$ cat src/rtl/fetch_pkg.sv
// fetch_pkg: shared types and constants for the fetch stage.
// Entry layout used by the in-order fetch buffer.
package fetch_pkg;

  localparam logic [31:0] NOP_INST         = 32'h0000_0000;
  localparam logic [31:0] DEFAULT_RESET_PC = 32'h0000_0000;

  typedef struct packed {
    logic [31:0] pc_plus4;
    logic [31:0] inst;
    logic        filled;
  } fetch_entry_t;

endpackage

$ cat src/rtl/fetch_buffer.sv
// fetch_buffer: circular allocate/fill/pop buffer for fetch.
// Entries are allocated at issue and filled in response order.
module fetch_buffer
  import fetch_pkg::*;
#(
  parameter int DEPTH = 2
) (
  input  logic                     clk,
  input  logic                     reset,
  input  logic                     flush,
  input  logic                     alloc,
  input  logic [31:0]              alloc_pc_plus4,
  input  logic                     fill,
  input  logic [31:0]              fill_inst,
  input  logic                     pop,
  output fetch_entry_t             head,
  output logic [$clog2(DEPTH):0]   count,
  output logic [$clog2(DEPTH):0]   unfilled
);

  localparam int AW = $clog2(DEPTH);
  localparam int CW = AW + 1;

  fetch_entry_t  mem [DEPTH];
  logic [AW-1:0] head_ptr;
  logic [AW-1:0] tail_ptr;
  logic [AW-1:0] fill_ptr;

  assign head = mem[head_ptr];

  // pointers and occupancy; flush drops every entry at once
  always_ff @(posedge clk) begin
    if (reset || flush) begin
      head_ptr <= '0;
      tail_ptr <= '0;
      fill_ptr <= '0;
      count    <= '0;
      unfilled <= '0;
    end else begin
      if (alloc) tail_ptr <= tail_ptr + AW'(1);
      if (fill)  fill_ptr <= fill_ptr + AW'(1);
      if (pop)   head_ptr <= head_ptr + AW'(1);
      count    <= count + CW'(alloc) - CW'(pop);
      unfilled <= unfilled + CW'(alloc) - CW'(fill);
    end
  end

  // entry storage; alloc and fill never hit the same slot
  always_ff @(posedge clk) begin
    if (reset || flush) begin
      for (int i = 0; i < DEPTH; i++) mem[i].filled <= 1'b0;
    end else begin
      if (alloc) begin
        mem[tail_ptr] <= '{pc_plus4: alloc_pc_plus4,
                           inst:     NOP_INST,
                           filled:   1'b0};
      end
      if (fill) begin
        mem[fill_ptr].inst   <= fill_inst;
        mem[fill_ptr].filled <= 1'b1;
      end
    end
  end

endmodule

$ cat src/rtl/fetch_path.sv
// fetch_path: PC, imem request issue, stale-response drop
// and the IF/ID register of the pipelined MIPS core.
module fetch_path
  import fetch_pkg::*;
#(
  parameter logic [31:0] RESET_PC = DEFAULT_RESET_PC,
  parameter int          DEPTH    = 2
) (
  input  logic        clk,
  input  logic        reset,
  input  logic        stall_D,
  input  logic        pc_src_D,
  input  logic [31:0] pc_br_D,
  input  logic        jump_D,
  input  logic [31:0] pc_jmp_D,
  output logic        imem_req_valid,
  input  logic        imem_req_ready,
  output logic [31:0] imem_req_addr,
  input  logic        imem_rsp_valid,
  input  logic [31:0] imem_rsp_data,
  output logic [31:0] inst_D,
  output logic [31:0] pc_plus4_D,
  output logic        valid_D
);

  localparam int CW = $clog2(DEPTH) + 1;
  localparam int OW = CW + 1;
  localparam logic [OW-1:0] LIMIT = OW'(DEPTH);

  logic [31:0]   pc_F;
  logic [31:0]   target;
  logic [CW-1:0] drop_cnt;
  logic [CW-1:0] count;
  logic [CW-1:0] unfilled;
  logic [OW-1:0] occupancy;
  fetch_entry_t  head;
  logic          redirect;
  logic          alloc;
  logic          dropping;
  logic          rsp_ok;
  logic          fill;
  logic          head_ready;
  logic          pop;

  assign redirect  = valid_D & ~stall_D & (jump_D | pc_src_D);
  assign target    = jump_D ? pc_jmp_D : pc_br_D;
  assign occupancy = OW'(count) + OW'(drop_cnt);

  assign imem_req_valid = ~reset & ~redirect & (occupancy < LIMIT);
  assign imem_req_addr  = pc_F;
  assign alloc          = imem_req_valid & imem_req_ready;

  // a response with nothing outstanding is ignored
  assign dropping = drop_cnt != '0;
  assign rsp_ok   = imem_rsp_valid & (dropping | (unfilled != '0));
  assign fill     = rsp_ok & ~dropping;

  // an unfilled head is always the fill target, so bypass it
  assign head_ready = (count != '0) & (head.filled | fill);
  assign pop        = ~reset & ~redirect & ~stall_D & head_ready;

  fetch_buffer #(
    .DEPTH (DEPTH)
  ) u_buf (
    .clk            (clk),
    .reset          (reset),
    .flush          (redirect),
    .alloc          (alloc),
    .alloc_pc_plus4 (pc_F + 32'd4),
    .fill           (fill),
    .fill_inst      (imem_rsp_data),
    .pop            (pop),
    .head           (head),
    .count          (count),
    .unfilled       (unfilled)
  );

  // program counter: redirect beats sequential advance
  always_ff @(posedge clk) begin
    if (reset)         pc_F <= RESET_PC;
    else if (redirect) pc_F <= target;
    else if (alloc)    pc_F <= pc_F + 32'd4;
  end

  // credits for wrong-path responses still in flight
  always_ff @(posedge clk) begin
    if (reset)
      drop_cnt <= '0;
    else if (redirect)
      drop_cnt <= drop_cnt + unfilled - CW'(rsp_ok);
    else if (imem_rsp_valid & dropping)
      drop_cnt <= drop_cnt - CW'(1);
  end

  // IF/ID register: squash, hold, load or bubble
  always_ff @(posedge clk) begin
    if (reset) begin
      inst_D     <= NOP_INST;
      pc_plus4_D <= '0;
      valid_D    <= 1'b0;
    end else if (redirect) begin
      inst_D  <= NOP_INST;
      valid_D <= 1'b0;
    end else if (!stall_D) begin
      if (head_ready) begin
        inst_D     <= head.filled ? head.inst : imem_rsp_data;
        pc_plus4_D <= head.pc_plus4;
        valid_D    <= 1'b1;
      end else begin
        inst_D  <= NOP_INST;
        valid_D <= 1'b0;
      end
    end
  end

endmodule

$ cat config.mk
export PLATFORM = sky130hd
export DESIGN_NAME = fetch_path
export DESIGN_NICKNAME = d
export VERILOG_FILES = /design/src/rtl/fetch_pkg.sv /design/src/rtl/fetch_buffer.sv /design/src/rtl/fetch_path.sv
export SDC_FILE = /design/constraint.sdc
export NUM_CORES = 1
export LEC_CHECK = 0
export ABC_AREA = 1
export CAP_MARGIN = 20
export CORE_MARGIN = 2
export CORE_UTILIZATION = 55
export CTS_CLUSTER_SIZE = 20
export DETAILED_ROUTE_END_ITERATION = 8
export PLACE_DENSITY = 0.86
export REMOVE_ABC_BUFFERS = 1
export SLEW_MARGIN = 15
export SYNTH_ARGS = -nofsm -noshare
export SYNTH_HDL_FRONTEND = slang
export SYNTH_SLANG_ARGS = --single-unit
export TNS_END_PERCENT = 50
$ cat constraint.sdc
create_clock -name clk -period 6.85 [get_ports clk]
set_input_delay 0.685 -clock clk [delete_from_list [all_inputs] [get_ports clk]]
set_output_delay 0.685 -clock clk [all_outputs]
set_load 0.01 [all_outputs]
After elaboration in Yosys (flattened, before gate mapping)
Memories as Yosys holds them, arrays and structs flattened. A register that Yosys moved wholly into a read port is not among the register bits. Index checks and enable logic that the tools add are counted.

Reduce and logical (&&, ||, !) cells: 10. Mux-type cells: 24. Bitwise logic cells: 18. Add/sub/neg operators: 12. Shift operators: 0. Eq/ne operators: 0. Multipliers: 0. Divide/modulo/power cells: 0. Order comparisons: 1.

Operator list (number): 32-bit two-way mux (5); 65-bit two-way mux (2); 65-bit OR reduction (2); 32-bit by 3-bit adder with 32-bit output, second input constant (1); 1-bit two-way mux (13); 1-bit bitwise AND (11); 2-bit nonzero test (5); 2-bit two-way mux (3); 2-bit by 1-bit subtractor with 2-bit output (3); 2-bit by 1-bit adder with 2-bit output (2); 1-bit inverter (4); 1-bit adder, second input constant (3); 2-bit by 2-bit adder with 3-bit output (1); 3-bit by 2-bit < comparator with 1-bit output, second input constant (1); 3-bit two-way mux (1); 1-bit OR (3); 3-bit AND reduction (1); 2-bit adder (1); 2-bit OR reduction (1); 2-bit by 1-bit subtractor with 2-bit output, second input constant (1); 1-bit logical OR (1).

Input bits: 103. Bits in read-only memories: 0. Memories kept: 1. Memory bits (writable): 130. Latch bits: 0. Output and inout bits: 98. Word-level logic and storage cells: 76. Register bits after elaboration: 106.

Memories: u_buf.mem (words 2, width 65, rd ports 1, clocked after memory_dff 1, wr ports 2, RTL line fetch_buffer.sv:24) `fetch_entry_t mem [DEPTH];`.

Longest topological paths before layout
Depth in word-level cells: 12. Depth in mapped cells: 14. Mapped depth without buffers: 12.

Modules after synthesis
A second synthesis with hierarchy kept.

Cell total of the unflattened synthesis: 1198. Area, all modules: 11277.1 sq um.

Modules (own cells, without submodules): fetch_path (seq. area each 1981.9 sq um, times used 1, cells each 831, area each 5733.0 sq um); fetch_buffer (seq. area each 4043.9 sq um, times used 1, cells each 367, area each 5544.1 sq um).

Worst setup path before layout
No wires, ideal clock.

Path kind: flip-flop to flip-flop. From: register drop_cnt[0]. To: memory u_buf.mem[1][10] (netlist bit), enable pin. Setup time: 0.389 ns. Cell stages (with the launch flop): 10. Data required time: 6.461 ns. Path slack: 4.098 ns. Clock period less this slack: 2.752 ns. Arrival: 2.363 ns. Buffers on the path: 1. Path through: dfxtp_1 nand2_1 inv_1 fa_1 nor2_1 nand4_4 inv_2 buf_4 nand2_1 nand2_1.

RTL lines: from (decl) (RTL line fetch_path.sv:32) `logic [CW-1:0] drop_cnt;`; from (signal assigned) (RTL line fetch_path.sv:90) `drop_cnt <= drop_cnt + unfilled - CW'(rsp_ok);`; from (signal assigned) (RTL line fetch_path.sv:92) `drop_cnt <= drop_cnt - CW'(1);`; to (decl) (RTL line fetch_buffer.sv:24).

Worst setup path after layout
From: input port reset. To: output port imem_req_valid.

Cells in the longest elaborated chain, start to end: 3.

Ends and longest elaborated chain: from (decl) (RTL line fetch_path.sv:10) `input logic reset,`; 1-bit inverter (RTL line fetch_path.sv:49) `assign imem_req_valid = ~reset & ~redirect & (occupancy < LIMIT);`; 1-bit bitwise AND (2 in a row) (RTL line fetch_path.sv:49); to (decl) (RTL line fetch_path.sv:16) `output logic imem_req_valid,`.

Every way passes these cells.

==> implementation parameters <==
Parameter                              Value

Outcome
  Result of the run    finished, final reports clean

Yosys
  Part of the Yosys area used for sequential elements    0.535
  Largest cells by area after synthesis    sky130_fd_sc_hd__edfxtp_1 (34%), sky130_fd_sc_hd__dfxtp_1 (19%), sky130_fd_sc_hd__nand2_1 (17%)
  Most area-hungry cell type in the Yosys netlist    sky130_fd_sc_hd__edfxtp_1
  Post-Synthesis Cell Area    ~0.011 mm^2
  Dominant cell by count in the synthesized netlist    sky130_fd_sc_hd__nand2_1
  Share of flip-flops with an asynchronous set or reset    0
  Synth Instances    1399
  Synthesized area per cell    a little over 8 um^2
  Share of Yosys cell area claimed by the top area cell type    0.341
  FF+latch count, synth    ~240
  Number of enable-type register cells in the synthesized netlist    between 100 and 150
  YS warnings    0
  Cell types with the highest counts after synthesis    sky130_fd_sc_hd__nand2_1 (508), sky130_fd_sc_hd__inv_1 (133), sky130_fd_sc_hd__nor2_1 (132), sky130_fd_sc_hd__edfxtp_1 (128), sky130_fd_sc_hd__dfxtp_1 (109)
  Commonest register cell after synthesis    sky130_fd_sc_hd__edfxtp_1
  Number of distinct standard cells referenced by the synthesized netlist    40

Global route
  Largest net degree at the start of global routing    67
  Number of antenna violations at the first check in global routing    0
  First-pass GRT wire length    between 40 and 50 mm
  Total grt overflow    0
  Number of global-route vias before repair    9537
  Global routing usage summed across all routing layers    0.269

Final layout
  Ant diodes    0
  Area overhead of the layout relative to synthesis    25.2%
  Filler Cell Count    about 1500
  Number of nets in the layout    ~1700
  Share of cells above drive strength 1    0.0582

Setup path
  Critical path startpoint category    input port
  Launch point of the worst path    reset
  Setup slack of the worst register-to-register path    ~3.5 ns
  Worst reg-to-reg path cell count    9
  Maximum fanout along the worst path    54
  Endpoint required time on the critical path    a little over 6 ns
  RR Endpoint    inst_D[28]
  Kind of critical path    input port to primary output
  Capture point of the worst path    imem_req_valid
  Worst Setup End Kind    primary output
  Data arrival time at the worst-slack endpoint    between 4 and 5 ns

Detailed routing
  Iteration count of the initial detailed-routing pass    5
  Number of antenna-violating nets in the routed design    0
  Post-detailed-route via-to-cell ratio    5.35
  Average wire per cell in the routed design    between 15 and 20 um
  Post-detailed-route DRC marker count    0
  Total number of vias    between 9000 and 10000
  Number of DRC markers after the initial detailed-route iteration    between 900 and 1000
  Drt total wl    29.5 mm

Die
  Chip height    approximately 150 um
  IO Pins    201
  Die Width    147 um
  Total die area    0.0216 mm^2
  Starting density of the core    0.558
  Core Box Area    about 0.020 mm^2
  Number of core rows    between 50 and 60

Timing
  Number of hold violations in the final report    0
  Worst-margin pin slew    ~1.1 ns
  Unrepaired setup endpoints after global routing    false
  Slew Limit Headroom    0.283
  Pins over their slew limit    0
  Part of the cycle the worst path needs    0.706
  Accumulated negative setup slack    0 ns
  Clock period minus final worst setup slack    around 4.8 ns
  Final worst slack    2.01 ns
  Worst clock skew    around 0.021 ns
  Final hold slack    0.447 ns
  Final setup violation count    0
  Timing-limited maximum frequency    a little over 200 MHz

Clock network
  Number of setup buffers added after CTS    0
  Post-CTS Hold Buffers    0
  Post-CTS sizing    0
  Total clock sinks    ~240
  Clock latency on the worst-skew pair    0.52 ns
  H-tree depth reported by CTS    1
  Root buffer cell    sky130_fd_sc_hd__clkbuf_16
  Number of buffers created by CTS    24
  Longest Clk Path Bufs    3
  CTS tree    built
  CTS clock-pin slew for the worst setup and hold paths    around 0.060 ns

Min path
  Number of cells on the worst hold path    2
  Min-delay worst type    register to register

Pwr
  IR drop worst, VDD    approximately 170 uV
  Static power due to leakage    ~0.0057 uW
  Power density cells    284 mW/mm^2

Placed design
  Global placement routability congestion    roughly 0.89
  # port buffers    200
  Half-perimeter wire length after detailed placement    around 20 mm
  Setup slack after placement    ~1.6 ns

Flow run
  Number of violations of the max-capacitance limit    0
## critical path: stages
cell and delay [ns]:
sky130_fd_sc_hd__clkdlybuf4s50_1 0.83, sky130_fd_sc_hd__inv_2 0.92, sky130_fd_sc_hd__nand2_2 0.70, sky130_fd_sc_hd__nor2_1 0.38, sky130_fd_sc_hd__clkdlybuf4s50_1 0.59
## stage by stage
step | total power (uW) | util | std cells | cell area (um^2)
final | 4010 | 0.699 | 1850 | 14100
after global routing | 4170 | 0.699 | 1850 | 14100
after CTS | 4010 | 0.699 | 1850 | 14100
after detailed placement | 2630 | 0.658 | 1806 | 13300
after global placement | 2590 | 0.658 | 1806 | 13300
after floorplan | 2260 | - | 1327 | 10900
## kinds of logic after synthesis
group                      share of synthesized area
DFF                                            0.535
xor gates and xnor gates                      0.0107
adders and majority gates                     0.0107
buffers and inverters                         0.0828
and+or+nand+nor                                0.265
AOI/OAI and AO/OA                             0.0955
## how the worst min path moves through the flow
stage / from / endpoint / slack (ns)
6_report: pc_plus4_D[2] / pc_plus4_D[2] / 0.45
2_1_floorplan: u_buf.mem[1][0] / u_buf.mem[1][0] / 0.44
3_3_place_gp: pc_plus4_D[16] / pc_plus4_D[16] / 0.43
4_1_cts: pc_plus4_D[2] / pc_plus4_D[2] / 0.45
5_1_grt: pc_plus4_D[3] / pc_plus4_D[3] / 0.46
3_5_place_dp: pc_plus4_D[3] / pc_plus4_D[3] / 0.44
## where the power goes
part / internal [uW] / total [uW] / switching, uW
clock network: 835 / 1390 / 557
logic: 324 / 831 / 506
registers: 1680 / 1790 / 101
## routing by layer
layer	track usage	vias up	share of wire
li1	-	4775	-
met1	0.359	4555	0.41
met2	0.443	490	0.47
met3	0.0450	78	0.091
met4	0.107	0	0.031
met5	0	-	0
## cells in the final DEF (no fill, tap or decap), types with 3 or more instances in the layout
| cell type | netlist | layout |
|---|---|---|
| sky130_fd_sc_hd__dfxtp_1 | 109 | 108 |
| sky130_fd_sc_hd__buf_4 | 5 | 9 |
| sky130_fd_sc_hd__bufinv_16 | 0 | 4 |
| sky130_fd_sc_hd__nand3_1 | 46 | 46 |
| sky130_fd_sc_hd__edfxtp_1 | 128 | 128 |
| sky130_fd_sc_hd__xor2_1 | 4 | 4 |
| sky130_fd_sc_hd__clkinv_2 | 0 | 4 |
| sky130_fd_sc_hd__clkbuf_16 | 0 | 25 |
| sky130_fd_sc_hd__nand3_2 | 3 | 3 |
| sky130_fd_sc_hd__xnor2_1 | 6 | 6 |
| sky130_fd_sc_hd__inv_1 | 133 | 132 |
| sky130_fd_sc_hd__a31oi_1 | 17 | 17 |
| sky130_fd_sc_hd__nor2_2 | 3 | 3 |
| sky130_fd_sc_hd__and2_1 | 7 | 7 |
| sky130_fd_sc_hd__nor2_4 | 8 | 8 |
| sky130_fd_sc_hd__nand2_2 | 7 | 8 |
| sky130_fd_sc_hd__nor3_1 | 3 | 3 |
| sky130_fd_sc_hd__inv_2 | 4 | 5 |
| sky130_fd_sc_hd__clkbuf_1 | 26 | 4 |
| sky130_fd_sc_hd__nor2_1 | 132 | 132 |
| sky130_fd_sc_hd__ha_1 | 8 | 8 |
| sky130_fd_sc_hd__a21oi_1 | 88 | 88 |
| sky130_fd_sc_hd__clkdlybuf4s50_1 | 0 | 199 |
| sky130_fd_sc_hd__nand2_4 | 3 | 3 |
| sky130_fd_sc_hd__nand2_1 | 508 | 507 |
| sky130_fd_sc_hd__o21ai_0 | 93 | 93 |
| sky130_fd_sc_hd__clkinvlp_4 | 0 | 3 |
## registers in the layout (all words and copies together), names as in the netlist, named ones only
register,cells
pc_plus4_D,32
u_buf.head_ptr,1
u_buf.unfilled,2
u_buf.fill_ptr,1
u_buf.count,2
valid_D,1
inst_D,32
u_buf.tail_ptr,1
u_buf.mem,130
drop_cnt,2
imem_req_addr,32
## layout make-up
class,count,area [um^2],area share
flip-flops and latches,237,6030,0.427
multi-input cells,951,4300,0.305
repair buffers,209,2060,0.146
clock buffers,30,654,0.0464
inverters,139,527,0.0374
well taps,270,338,0.0240
clock inverters,14,186,0.0132
No activity file was read; power rests on OpenSTA's default activity.
